### src/rtl/fetch_unit_if.sv
// Fetch-stage bus: pipeline control in, memory address and IF/ID bundle out.
interface fetch_unit_if #(
    parameter int WIDTH = 32
);
    logic             stall;
    logic             branch_taken;
    logic [WIDTH-1:0] branch_target;
    logic [WIDTH-1:0] mem_data;
    logic [WIDTH-1:0] pc_out;
    logic [WIDTH-1:0] if_instr;
    logic [WIDTH-1:0] if_pc;
    logic             if_valid;
    logic             halted;
    logic [WIDTH-1:0] fetch_count;

    modport master (
        input  stall, branch_taken, branch_target, mem_data,
        output pc_out, if_instr, if_pc, if_valid, halted, fetch_count
    );

    modport slave (
        output stall, branch_taken, branch_target, mem_data,
        input  pc_out, if_instr, if_pc, if_valid, halted, fetch_count
    );
endinterface

### src/rtl/fetch_unit.sv
// Instruction fetch: owns the PC, captures memory words into IF/ID,
// handles stall, branch redirect and end-of-program halt.
module fetch_unit #(
    parameter int WIDTH               = 32,
    parameter int INSTRACTION_NUMBERS = 16,
    parameter int RESET_PC            = 0
) (
    input  logic         clk,
    input  logic         rst,
    fetch_unit_if.master bus
);
    typedef enum logic {S_RUN, S_HALT} state_t;

    localparam logic [WIDTH-1:0] LP_N    = WIDTH'(INSTRACTION_NUMBERS);
    localparam logic [WIDTH-1:0] LP_LAST = WIDTH'(INSTRACTION_NUMBERS - 1);
    localparam logic [WIDTH-1:0] LP_RST  = WIDTH'(RESET_PC);

    state_t           r_state;
    logic [WIDTH-1:0] r_pc;
    logic [WIDTH-1:0] r_instr;
    logic [WIDTH-1:0] r_ipc;
    logic             r_valid;
    logic [WIDTH-1:0] r_count;

    state_t           w_state;
    logic [WIDTH-1:0] w_pc;
    logic [WIDTH-1:0] w_instr;
    logic [WIDTH-1:0] w_ipc;
    logic             w_valid;
    logic [WIDTH-1:0] w_count;

    always_ff @(posedge clk or negedge rst) begin
        if (!rst) begin
            r_state <= S_RUN;
            r_pc    <= LP_RST;
            r_instr <= '0;
            r_ipc   <= '0;
            r_valid <= 1'b0;
            r_count <= '0;
        end else begin
            r_state <= w_state;
            r_pc    <= w_pc;
            r_instr <= w_instr;
            r_ipc   <= w_ipc;
            r_valid <= w_valid;
            r_count <= w_count;
        end
    end

    always_comb begin
        w_state = r_state;
        w_pc    = r_pc;
        w_instr = r_instr;
        w_ipc   = r_ipc;
        w_valid = r_valid;
        w_count = r_count;
        unique case (r_state)
            S_RUN: begin
                // Only an out-of-range reset PC can reach this branch.
                if (r_pc >= LP_N) begin
                    w_state = S_HALT;
                    w_valid = 1'b0;
                end else if (bus.branch_taken) begin
                    w_valid = 1'b0;
                    w_instr = '0;
                    if (bus.branch_target < LP_N) begin
                        w_pc = bus.branch_target;
                    end else begin
                        w_state = S_HALT;
                    end
                end else if (!bus.stall) begin
                    w_instr = bus.mem_data;
                    w_ipc   = r_pc;
                    w_valid = 1'b1;
                    w_count = r_count + 1'b1;
                    if (r_pc == LP_LAST) begin
                        w_state = S_HALT;
                    end else begin
                        w_pc = r_pc + 1'b1;
                    end
                end
            end
            S_HALT: begin
                if (!bus.stall) begin
                    w_valid = 1'b0;
                end
            end
            default: begin
                w_state = S_HALT;
            end
        endcase
    end

    assign bus.pc_out      = r_pc;
    assign bus.if_instr    = r_instr;
    assign bus.if_pc       = r_ipc;
    assign bus.if_valid    = r_valid;
    assign bus.halted      = (r_state == S_HALT);
    assign bus.fetch_count = r_count;
endmodule
### src/flat_wrapper.sv
// flat-port wrapper written by rule: the top's interface ports become plain ports
module fetch_unit_flat 
#(
    parameter int WIDTH               = 32,
    parameter int INSTRACTION_NUMBERS = 16,
    parameter int RESET_PC            = 0
)
  (clk, rst, bus_stall, bus_branch_taken, bus_branch_target, bus_mem_data, bus_pc_out, bus_if_instr, bus_if_pc, bus_if_valid, bus_halted, bus_fetch_count);
  fetch_unit_if #(.WIDTH(WIDTH)) bus_i ();
  input  logic clk;
  input  logic rst;
  input wire logic [$bits(bus_i.stall)-1:0] bus_stall;
  input wire logic [$bits(bus_i.branch_taken)-1:0] bus_branch_taken;
  input wire logic [$bits(bus_i.branch_target)-1:0] bus_branch_target;
  input wire logic [$bits(bus_i.mem_data)-1:0] bus_mem_data;
  output wire logic [$bits(bus_i.pc_out)-1:0] bus_pc_out;
  output wire logic [$bits(bus_i.if_instr)-1:0] bus_if_instr;
  output wire logic [$bits(bus_i.if_pc)-1:0] bus_if_pc;
  output wire logic [$bits(bus_i.if_valid)-1:0] bus_if_valid;
  output wire logic [$bits(bus_i.halted)-1:0] bus_halted;
  output wire logic [$bits(bus_i.fetch_count)-1:0] bus_fetch_count;
  assign bus_i.stall = bus_stall;
  assign bus_i.branch_taken = bus_branch_taken;
  assign bus_i.branch_target = bus_branch_target;
  assign bus_i.mem_data = bus_mem_data;
  assign bus_pc_out = bus_i.pc_out;
  assign bus_if_instr = bus_i.if_instr;
  assign bus_if_pc = bus_i.if_pc;
  assign bus_if_valid = bus_i.if_valid;
  assign bus_halted = bus_i.halted;
  assign bus_fetch_count = bus_i.fetch_count;
  fetch_unit #(.WIDTH(WIDTH), .INSTRACTION_NUMBERS(INSTRACTION_NUMBERS), .RESET_PC(RESET_PC)) u_core (.clk(clk), .rst(rst), .bus(bus_i));
endmodule
### config.mk
export PLATFORM = sky130hd
export DESIGN_NAME = fetch_unit_flat
export DESIGN_NICKNAME = d
export VERILOG_FILES = /design/src/rtl/fetch_unit_if.sv /design/src/rtl/fetch_unit.sv /design/src/flat_wrapper.sv
export SDC_FILE = /design/constraint.sdc
export NUM_CORES = 1
export LEC_CHECK = 0
export BUFFER_PORTS_ARGS = -buffer_cell sky130_fd_sc_hd__buf_2
export CORE_MARGIN = 1.5
export CORE_UTILIZATION = 52
export CTS_BUF_LIST = sky130_fd_sc_hd__clkbuf_16
export DETAILED_ROUTE_END_ITERATION = 8
export GPL_TIMING_DRIVEN = 0
export PLACE_DENSITY_LB_ADDON = 0.3
export SETUP_SLACK_MARGIN = 0.1
export SLEW_MARGIN = 20
export SYNTH_ARGS = -nofsm -noshare
export SYNTH_HDL_FRONTEND = slang
export SYNTH_SLANG_ARGS = --single-unit
### constraint.sdc
create_clock -name clk -period 4.6 [get_ports clk]
set_input_delay 0.69 -clock clk [delete_from_list [all_inputs] [get_ports clk]]
set_output_delay 0.69 -clock clk [all_outputs]
set_load 0.02 [all_outputs]
==> results of run 1 <==
worst max-delay path by stage:
stage	startpoint	end	slack, ns	cells after the start
final	u_core.bus.pc_out[15]	u_core.bus.if_pc[3]	2.00	6
after global routing	u_core.bus.pc_out[15]	u_core.bus.if_pc[1]	1.88	6
after CTS	u_core.bus.pc_out[15]	u_core.bus.if_pc[1]	1.99	6
after detailed placement	u_core.bus.pc_out[15]	u_core.bus.if_pc[1]	2.04	6
after global placement	rst	u_core.bus.if_pc[18]	1.24	1
after floorplan	u_core.bus.pc_out[15]	u_core.bus.if_pc[0]	2.23	6
cells in the mapped netlist (all sizes together) (4+ instances only):
cell | n | area, um2
nand3 | 13 | 65.1
inv | 6 | 22.5
nor4 | 14 | 87.6
a22o | 32 | 280
and3 | 11 | 68.8
nand2 | 12 | 47.6
xnor2 | 26 | 228
nor2b | 28 | 175
nor2 | 7 | 26.3
buf | 8 | 47.5
clkbuf | 37 | 139
dfrtp | 130 | 3250
xor2 | 5 | 43.8
o21ai | 4 | 20.0
nand4 | 14 | 87.6
mux2 | 5 | 56.3
flip-flops by register name, indices dropped and copies added (netlist names):
name                    count
u_core.bus.halted           1
u_core.bus.fetch_count     32
u_core.bus.if_valid         1
u_core.bus.if_pc           32
u_core.bus.if_instr        32
u_core.bus.pc_out          32
power groups by stage:
stage | Clock, mW | Combinational [mW] | Sequential [mW]
6_report | 1.33 | 0.103 | 1.16
5_1_grt | 1.41 | 0.114 | 1.16
4_1_cts | 1.35 | 0.105 | 1.16
3_5_place_dp | 0 | 0.104 | 1.18
3_3_place_gp | 0 | 0.0972 | 1.18
2_1_floorplan | 0 | 0.0172 | 1.20
cell families (layout without fill, tap and decap cells):
| group | after synthesis | count (layout) |
|---|---|---|
| AOI/OAI and AO/OA | 43 | 43 |
| xor gates and xnor gates | 31 | 31 |
| adders and majority gates | 3 | 3 |
| buffers and inverters | 51 | 279 |
| DFF | 130 | 130 |
| muxes | 7 | 7 |
| and+or+nand+nor | 115 | 115 |
routing by layer:
metal / track usage (%) / share of wire (%)
met1: 30.5 / 44
met2: 39.0 / 49
met3: 8.50 / 5.7
met4: 8.67 / 1.6
met5: 0 / 0
critical path, cell delays in order, from the launching register on:
cell and delay, ns:
dfrtp_1 0.39, or4_4 0.57, or4_1 0.44, nor3_2 0.28, buf_4 0.25, buf_4 0.20, mux2_2 0.35
final cells by class:
class | count | area [um2]
sequential | 130 | 3250
fill | 652 | 2550
multi-input combinational | 199 | 1440
timing repair buffer | 198 | 1020
clock buffer | 17 | 425
buffer | 45 | 186
clock inverter | 13 | 163
tap | 111 | 139
inverter | 6 | 22.5
per-stage QoR:
step	hold slack (ns)	setup WS (ns)	cells	power (mW)
floorplan	0.394	2.23	380	1.22
global placement	0.457	1.24	688	1.28
detailed placement	0.469	2.04	689	1.29
CTS	0.280	1.99	719	2.62
global route	0.295	1.88	719	2.69
finish	0.267	2.00	719	2.60
==> reports/metrics.csv, run 1 <==
stage;metric;value;unit
outcome;outcome;finished, final reports clean;
final_layout;Nets;668;
sta;achievable frequency;0.385;GHz
job;Max Cap Violations;0;
setup_path;Worst R2R Setup Slack;2.00;ns
clocking;clk sinks;130;
min_path;Hold Path Class;in2async;
final_layout;most frequent cells in the layout;buf_2, dfrtp_1, clkbuf_1;
clocking;CTS Buffer Depth;2;
floorplanning;Die X;100;um
detailed_routing;post-DR vias/cell;5.18;
synthesis;Avg Inst Size Synth;12.9;um2
final_layout;fin area;0.00665;mm2
synthesis;main combinational cell family by area after synthesis;simple AND/OR/NAND/NOR gates;
detailed_routing;drt pass-1 iters;4;
detailed_routing;antenna viol nets, final;0;
synthesis;Netlist cell types;35;
sta;skew final;0.0144;ns
sta;unrepaired setup endpoints after global routing;false;
synthesis;synthesized flop and latch total;130;
power;combinational share of power;3.9;%
sta;TNS Setup;0;ns
detailed_routing;routed len/inst;16.0;um
grt;global-route wire length before repair;18900;um
grt;GRT Residual Overflow;0;
setup_path;critical path required time;4.88;ns
synthesis;Netlist Area Pre-Place;0.00490;mm2
synthesis;syn_nets;451;
synthesis;EDFF count, synth;0;
setup_path;crit-path max FO;10;
grt;antenna violations before repair;0;
synthesis;multiplexer area fraction after synthesis;1.56;%
power;Net Sw Frac;21.4;%
synthesis;Adder-Cell Fraction of Synth Area;0.766;%
clocking;post-CTS setup buffers;0;
final_layout;share of cells above drive strength 1;40.3;%
grt;largest net degree at the start of global routing;71;
synthesis;Synth Instances;380;
detailed_routing;initial DRC count;123;
setup_path;critical path launch point type;flop;
final_layout;most common cell after layout, fill and taps aside;buf_2;
clocking;Clock H-tree levels;4;
power;clock share of power;51.3;%
clocking;post_cts resized;0;
grt;GRT Total Usage;24.2;%
floorplanning;initial core utilization;53.3;%
sta;max_slew headroom;61.9;%
clocking;clock root buffer;clkbuf_16;
setup_path;Worst setup EP type;flop;
grt;vias in the first global route;3859;
power;Lkg Pwr;3.73;nW
clocking;CTS Buf Count;17;
floorplanning;I/O pins;198;
clocking;CTS hold repair buffers;0;
synthesis;main flop type after synthesis;dfrtp_1;
synthesis;Post-Synth Simple-Gate Area;14.2;%
floorplanning;CORE AREA;0.00920;mm2
placed_design;Placer Congestion;0.764;
clocking;register clock-pin slew on the reported worst setup and hold paths;0.06;ns
setup_path;worst r2r dst;u_core.bus.if_pc[3];
synthesis;Syn. warnings;0;
clocking;Clock Latency Late Sink;0.40;ns
setup_path;data arrival time of the worst path;2.87;ns
detailed_routing;Via Count;3724;
clocking;CTS tree;yes;
floorplanning;Die ar.;0.0100;mm2
placed_design;Placement Cell Area;0.00606;mm2
placed_design;port buffer count;197;
power;Peak VDD IR;0.000294;V
synthesis;sequential area share after synthesis;66.4;%
final_layout;Area Growth Syn to Fin;35.6;%
synthesis;Post-Synth XOR/XNOR Area;5.54;%
power;power share of the sequential group;44.8;%
placed_design;dpl hpwl;8250;um
synthesis;Synth Area in Compound Gates;7.23;%
detailed_routing;DR DRC count;0;
sta;Slew Limit Fails;0;
final_layout;Diodes inserted;0;
floorplanning;die height;100;um
detailed_routing;Post-Route WL;11500;um
power;Internal;2.04;mW
setup_path;Reg2Reg Launch Point;u_core.bus.pc_out[15];
synthesis;ys async rst share;100;%
sta;final hold violation count;0;
sta;Slew @ Worst Pin;0.571;ns
sta;endpoints failing setup;0;
setup_path;Crit Path Class;reg2reg;
final_layout;Final Util;72.3;%
sta;final worst path period share;56.4;%
power;switching pwr;556;uW
setup_path;Reg2Reg Depth;6;
floorplanning;# rows;35;
sta;fin crit period;2.60;ns
power;PwrDens;391;mW/mm2
Note: power is estimated with default switching activity, not from simulation.
==> run 2, diff against run 1 <==
Settings changed: CORE_UTILIZATION 52 to 48.
Clock period 4.6 ns to 2.6 ns, I/O delays scaled along.
==> run 2 against run 1 <==
Maximum frequency rose by 6.5%. Register-to-register slack got worse by 1.8 ns. Worst hold slack got worse by 0.063 ns. Cell area rose by 2.2%. Die area rose by 8.1%.
==> reports/metrics.csv, run 2 (same netlist as run 1, synthesis figures left out) <==
stage;metric;value;unit;change
clocking;clock root buffer;clkbuf_16;;unchanged
clocking;Clock Latency Late Sink;0.41;ns;was 0.40 ns
placed_design;Placer Congestion;0.739;;was 0.764
clocking;CTS tree;yes;;unchanged
power;Lkg Pwr;3.79;nW;was 3.73 nW
final_layout;most frequent cells in the layout;buf_2, dfrtp_1, clkbuf_1;;unchanged
placed_design;Placement Cell Area;0.00609;mm2;was 0.00606 mm2
setup_path;crit-path max FO;7;;was 10
final_layout;fin area;0.00679;mm2;was 0.00665 mm2
detailed_routing;Via Count;3785;;was 3724
floorplanning;die height;104;um;was 100 um
min_path;Hold Path Class;in2reg;;was in2async
sta;Slew Limit Fails;0;;unchanged
detailed_routing;top layer in use;met4;;unchanged
detailed_routing;met1 WL;5040;um;was 5020 um
setup_path;worst r2r dst;u_core.bus.pc_out[3];;was u_core.bus.if_pc[3]
final_layout;share of cells above drive strength 1;42.0;%;was 40.3%
setup_path;critical path launch point type;flop;;unchanged
detailed_routing;routed len/inst;15.5;um;was 16.0 um
job;Max Cap Violations;0;;unchanged
sta;smallest hold slack;0.204;ns;was 0.267 ns
sta;Final WS setup;0.164;ns;was 2.00 ns
floorplanning;CORE AREA;0.00982;mm2;was 0.00920 mm2
setup_path;Crit Path Class;reg2reg;;unchanged
setup_path;Top cell by count, worst path;a211o_1;;was buf_4
placed_design;dpl hpwl;8110;um;was 8250 um
clocking;Clock H-tree levels;4;;unchanged
power;PwrDens;674;mW/mm2;was 391 mW/mm2
power;Tot Pwr;4.58;mW;was 2.60 mW
grt;GRT Residual Overflow;0;;unchanged
final_layout;Area Growth Syn to Fin;38.6;%;was 35.6%
clocking;clk sinks;130;;unchanged
floorplanning;Die ar.;0.0108;mm2;was 0.0100 mm2
sta;final hold violation count;0;;unchanged
floorplanning;Die X;104;um;was 100 um
detailed_routing;drt pass-1 iters;6;;was 4
grt;GRT Total Usage;22.2;%;was 24.2%
setup_path;critical path required time;2.94;ns;was 4.88 ns
setup_path;capture point of the worst path;u_core.bus.pc_out[3];;was u_core.bus.if_pc[3]
setup_path;Worst setup EP type;flop;;unchanged
floorplanning;initial core utilization;49.9;%;was 53.3%
final_layout;Nets;677;;was 668
detailed_routing;met3 WL;709;um;was 652 um
detailed_routing;Post-Route WL;11600;um;was 11500 um
detailed_routing;WL met2;5670;um;was 5630 um
sta;unrepaired setup endpoints after global routing;true;;was false
setup_path;data arrival time of the worst path;2.78;ns;was 2.87 ns
final_layout;most common cell after layout, fill and taps aside;buf_2;;unchanged
clocking;CTS Buf Count;17;;unchanged
floorplanning;# rows;36;;was 35
detailed_routing;initial DRC count;179;;was 123
power;Peak VDD IR;0.000587;V;was 0.000294 V
floorplanning;I/O pins;198;;unchanged
grt;antenna violations before repair;0;;unchanged
setup_path;CP Cell Sequence;or4_4 -> a211o_1 -> or3_1 -> clkbuf_4 -> nand3b_4 -> nor4_1 -> a211o_1;;was or4_4 -> or4_1 -> nor3_2 -> buf_4 -> buf_4 -> mux2_2
grt;largest net degree at the start of global routing;68;;was 71
grt;vias in the first global route;3881;;was 3859
grt;global-route wire length before repair;19000;um;was 18900 um
sta;Slew @ Worst Pin;0.642;ns;was 0.571 ns
setup_path;Max stage delay on crit path;0.56;ns;was 0.57 ns
placed_design;port buffer count;197;;unchanged
sta;endpoints failing setup;0;;unchanged
sta;achievable frequency;0.410;GHz;was 0.385 GHz
setup_path;Reg2Reg Launch Point;u_core.bus.pc_out[15];;unchanged
sta;fin crit period;2.44;ns;was 2.60 ns
clocking;CTS Buffer Depth;2;;unchanged
clocking;register clock-pin slew on the reported worst setup and hold paths;0.06;ns;about the same
setup_path;Reg2Reg Depth;7;;was 6
detailed_routing;antenna viol nets, final;0;;unchanged
detailed_routing;DR DRC count;0;;unchanged
final_layout;Diodes inserted;0;;unchanged
sta;skew final;0.00679;ns;was 0.0144 ns
setup_path;Crit-path slowest cell;or4_4;;unchanged
setup_path;Worst R2R Setup Slack;0.16;ns;was 2.00 ns
placed_design;dpl ws;0.0301;ns;was 2.04 ns
detailed_routing;post-DR vias/cell;5.03;;was 5.18
outcome;outcome;finished, final reports clean;;unchanged
setup_path;crit path launch;u_core.bus.pc_out[15];;unchanged
final_layout;# fillers;766;;was 652
sta;final worst path period share;93.7;%;was 56.4%
sta;max_slew headroom;56.7;%;was 61.9%
==> run 2: changes by cell type in the layout (fill, tap and decap cells not counted), moves of 2 or more <==
cell,previous run,this run
buf_4,3,6
buf_6,1,4
inv_6,1,4
clkbuf_1,37,35
clkbuf_2,0,2
clkbuf_4,0,2
==> run 2: metal layers <==
layer  vias to the layer above  global-route usage, %
li1                       1767                      -
met1                      1865                   27.7
met2                       131                   36.0
met3                        22                   7.21
met4                         0                   8.53
met5                         -                      0
==> run 2: area by class of cell <==
class,count,area [um2],share of cell area (%)
plain buffers,45,205,3.02
multi-input cells,200,1480,21.8
repair buffers,206,1080,15.9
flip-flops and latches,130,3250,47.9
clock buffers,17,425,6.26
inverters,6,22.5,0.332
well taps,133,166,2.45
clock inverters,15,160,2.36
==> run 2: power by group <==
| part | internal (mW) | switching [mW] | total (mW) |
|---|---|---|---|
| clock | 1.42 | 0.916 | 2.34 |
| sequential | 2.04 | 0.0151 | 2.06 |
| combinational | 0.0765 | 0.107 | 0.183 |
| total | 3.54 | 1.04 | 4.58 |
==> run 2: how the worst min path moves through the flow <==
stage                                           from                    endpoint  slack (ns)  depth (start not counted)
after floorplan                                  rst   u_core.bus.fetch_count[0]        0.09                          0
after detailed placement                         rst         u_core.bus.if_pc[0]        0.41                          1
final                                bus_mem_data[3]      u_core.bus.if_instr[3]        0.20                          2
after global routing                bus_mem_data[12]     u_core.bus.if_instr[12]        0.19                          2
after global placement    u_core.bus.fetch_count[31]  u_core.bus.fetch_count[31]        0.46                          1
after CTS                            bus_mem_data[3]      u_core.bus.if_instr[3]        0.19                          2
==> run 2: repair_timing <==
action                     in CTS  in global routing
cloned                          0                  2
resized for setup               2                 12
setup endpoints to repair      20                 41
hold endpoints to repair       63                  0
hold buffers                    1                  0
pin swaps                       0                  3
setup buffers                   0                  6
==> run 2: worst max-delay path, delay by kind of cell, from the launching register on <==
family,cells,cell delay (ns)
AOI/OAI and AO/OA,2,0.42
buffers and inverters,1,0.19
DFF,1,0.38
and+or+nand+nor,4,1.40
==> run 2: metrics by stage <==
step                std cells  TNS (ns)  util (%)
CTS                       744         0      68.1
floorplan                 380         0         -
global placement          710    -58.96      61.6
detailed placement        711         0      62.0
global route              752         0      69.2
finish                    752         0      69.2
==> run 3, diff against run 2 <==
Settings changed: REMOVE_ABC_BUFFERS set to 1.
==> run 3 against run 2 <==
Sequential share of layout area hardly changed. Cell count down 4.1%. Cell area about the same. Maximum frequency shrank 0.50%. First-iteration DRC count up 2.8%. Critical path depth grew 1. Sequential power about the same. Non-clock buffer count decreased by 32. Combinational power barely moved. Global-route usage down 0.57 points. Clock skew about the same. Core utilization fell by 0.051 points.
==> reports/metrics.csv, run 3 (same netlist as run 1, synthesis figures left out) <==
stage;metric;value;unit;change
detailed_routing;routed len/inst;15.9;um;was 15.5 um
final_layout;most common cell after layout, fill and taps aside;buf_2;;unchanged
detailed_routing;Post-Route WL;11500;um;was 11600 um
clocking;Clock Latency Late Sink;0.41;ns;about the same
grt;GR peak layer;met2;;unchanged
setup_path;critical path required time;2.91;ns;was 2.94 ns
sta;final hold violation count;0;;unchanged
final_layout;# fillers;726;;was 766
min_path;hold path startpoint;bus_mem_data[26];;was bus_mem_data[3]
floorplanning;initial core utilization;49.9;%;unchanged
grt;vias in the first global route;3625;;was 3881
setup_path;Reg2Reg Depth;8;;was 7
detailed_routing;Via Count;3668;;was 3785
grt;GRT Total Usage;21.6;%;was 22.2%
floorplanning;CORE AREA;0.00982;mm2;unchanged
setup_path;Max stage delay on crit path;0.55;ns;was 0.56 ns
setup_path;Worst R2R Setup Slack;0.15;ns;was 0.16 ns
floorplanning;Die ar.;0.0108;mm2;unchanged
clocking;CTS Buffer Depth;2;;unchanged
final_layout;Nets;646;;was 677
detailed_routing;DR DRC count;0;;unchanged
setup_path;data arrival time of the worst path;2.76;ns;was 2.78 ns
floorplanning;# rows;36;;unchanged
final_layout;share of cells above drive strength 1;44.9;%;was 42.0%
sta;skew final;0.00662;ns;was 0.00679 ns
floorplanning;I/O pins;198;;unchanged
final_layout;Multi-input gate area;0.00148;mm2;about the same
setup_path;CP Cell Sequence;or4_4 -> or4_4 -> nor3_4 -> buf_6 -> buf_12 -> and3_4 -> nand4_1 -> xnor2_1;;was or4_4 -> a211o_1 -> or3_1 -> clkbuf_4 -> nand3b_4 -> nor4_1 -> a211o_1
setup_path;Top Family by Delay on Critical Path;simple AND/OR/NAND/NOR gates;;unchanged
setup_path;Buffers & Inverters on Critical Path;2;;was 1
detailed_routing;initial DRC count;184;;was 179
floorplanning;die height;104;um;unchanged
sta;Slew @ Worst Pin;0.570;ns;was 0.642 ns
sta;achievable frequency;0.408;GHz;was 0.410 GHz
power;Tot Pwr;4.70;mW;was 4.58 mW
min_path;Hold EP;u_core.bus.if_instr[26];;was u_core.bus.if_instr[3]
setup_path;crit-path max FO;7;;unchanged
sta;endpoints failing setup;0;;unchanged
sta;Slew Limit Fails;0;;unchanged
sta;TNS Setup;0;ns;unchanged
sta;unrepaired setup endpoints after global routing;true;;unchanged
final_layout;fin area;0.00679;mm2;about the same
final_layout;Area Growth Syn to Fin;38.5;%;was 38.6%
floorplanning;Die X;104;um;unchanged
clocking;clk sinks;130;;unchanged
job;Max Cap Violations;0;;unchanged
placed_design;port buffer count;197;;unchanged
detailed_routing;post-DR vias/cell;5.09;;was 5.03
setup_path;Reg2Reg Launch Point;u_core.bus.pc_out[13];;was u_core.bus.pc_out[15]
placed_design;Placement Cell Area;0.00596;mm2;was 0.00609 mm2
sta;max_slew headroom;62.0;%;was 56.7%
final_layout;most frequent cells in the layout;buf_2, dfrtp_1, a22o_1;;was buf_2, dfrtp_1, clkbuf_1
final_layout;register area;0.00325;mm2;unchanged
grt;antenna violations before repair;0;;unchanged
setup_path;Crit Path Class;reg2reg;;unchanged
placed_design;dpl hpwl;7480;um;was 8110 um
setup_path;worst r2r dst;u_core.bus.fetch_count[19];;was u_core.bus.pc_out[3]
setup_path;Top cell by count, worst path;or4_4;;was a211o_1
grt;global-route wire length before repair;18400;um;was 19000 um
setup_path;Worst setup EP type;flop;;unchanged
outcome;outcome;finished, final reports clean;;unchanged
power;Lkg Pwr;3.79;nW;about the same
grt;GR Util met1;29.0;%;was 27.7%
detailed_routing;drt pass-1 iters;4;;was 6
power;PwrDens;693;mW/mm2;was 674 mW/mm2
clocking;Clock H-tree levels;4;;unchanged
power;Peak VDD IR;0.000431;V;was 0.000587 V
min_path;Hold Path Class;in2reg;;unchanged
grt;largest net degree at the start of global routing;69;;was 68
detailed_routing;antenna viol nets, final;0;;unchanged
min_path;hold path depth;2;;unchanged
setup_path;critical path launch point type;flop;;unchanged
clocking;CTS tree;yes;;unchanged
grt;GRT Residual Overflow;0;;unchanged
clocking;CTS Buf Count;17;;unchanged
final_layout;Diodes inserted;0;;unchanged
setup_path;Crit-path slowest cell;or4_4;;unchanged
clocking;register clock-pin slew on the reported worst setup and hold paths;0.06;ns;about the same
sta;fin crit period;2.45;ns;was 2.44 ns
grt;GR Util met2;32.7;%;was 36.0%
clocking;clock root buffer;clkbuf_16;;unchanged
sta;final worst path period share;94.2;%;was 93.7%
placed_design;Placer Congestion;0.803;;was 0.739
grt;met3 GRT Util;7.77;%;was 7.21%
## run 3: cell types whose count changed in the layout (fill, tap and decap cells not counted), sizes merged
cell,change
clkinvlp,-1
clkinv,+3
bufbuf,+1
or3,+1
inv,-4
and3,+1
nand3b,-1
bufinv,+2
buf,+6
clkbuf,-39
## run 3: worst max path at each step
stage / from / endpoint / depth (start not counted)
after global routing: u_core.bus.pc_out[13] / u_core.bus.if_instr[20] / 8
after global placement: u_core.bus.pc_out[15] / u_core.bus.fetch_count[31] / 6
after floorplan: u_core.bus.pc_out[15] / u_core.bus.fetch_count[26] / 6
after detailed placement: u_core.bus.pc_out[15] / u_core.bus.fetch_count[29] / 7
final: u_core.bus.pc_out[13] / u_core.bus.fetch_count[19] / 8
after CTS: u_core.bus.pc_out[13] / u_core.bus.fetch_count[19] / 8
## run 3: repair_timing
item                       in CTS  in global routing
setup endpoints to repair      28                 37
resized for setup               9                  2
setup buffers                   5                 10
cloned                          2                  1
hold endpoints to repair       62                  0
pin swaps                       4                  7
hold buffers                    1                  0
## run 3: per-stage QoR
stage | util, % | worst slack (ns) | std cells | hold WS [ns]
3_3_place_gp | 59.7 | -3.27 | 665 | 0.381
4_1_cts | 68.2 | 0.102 | 710 | 0.187
2_1_floorplan | - | -2.09 | 335 | 0.0944
5_1_grt | 69.1 | 0.0554 | 721 | 0.186
3_5_place_dp | 60.7 | -0.269 | 670 | 0.384
6_report | 69.1 | 0.151 | 721 | 0.203
## run 3: cell type report
cell class,instances,area share (%)
multi-input cells,201,21.9
inverters,6,0.332
flip-flops and latches,130,47.9
well taps,133,2.45
repair buffers,219,18.3
clock inverters,15,2.80
clock buffers,17,6.27
## run 3: per-layer routing
metal / vias up / part of all wire, %
li1: 1708 / -
met1: 1801 / 45
met2: 147 / 47
met3: 12 / 6.9
met4: 0 / 0.96
met5: - / 0
## run 3: power by group
part           internal (mW)  total, mW  switching (mW)
logic                 0.0758      0.180           0.104
registers               2.05       2.06          0.0144
clock network           1.59       2.46           0.869
total                   3.72       4.70           0.987
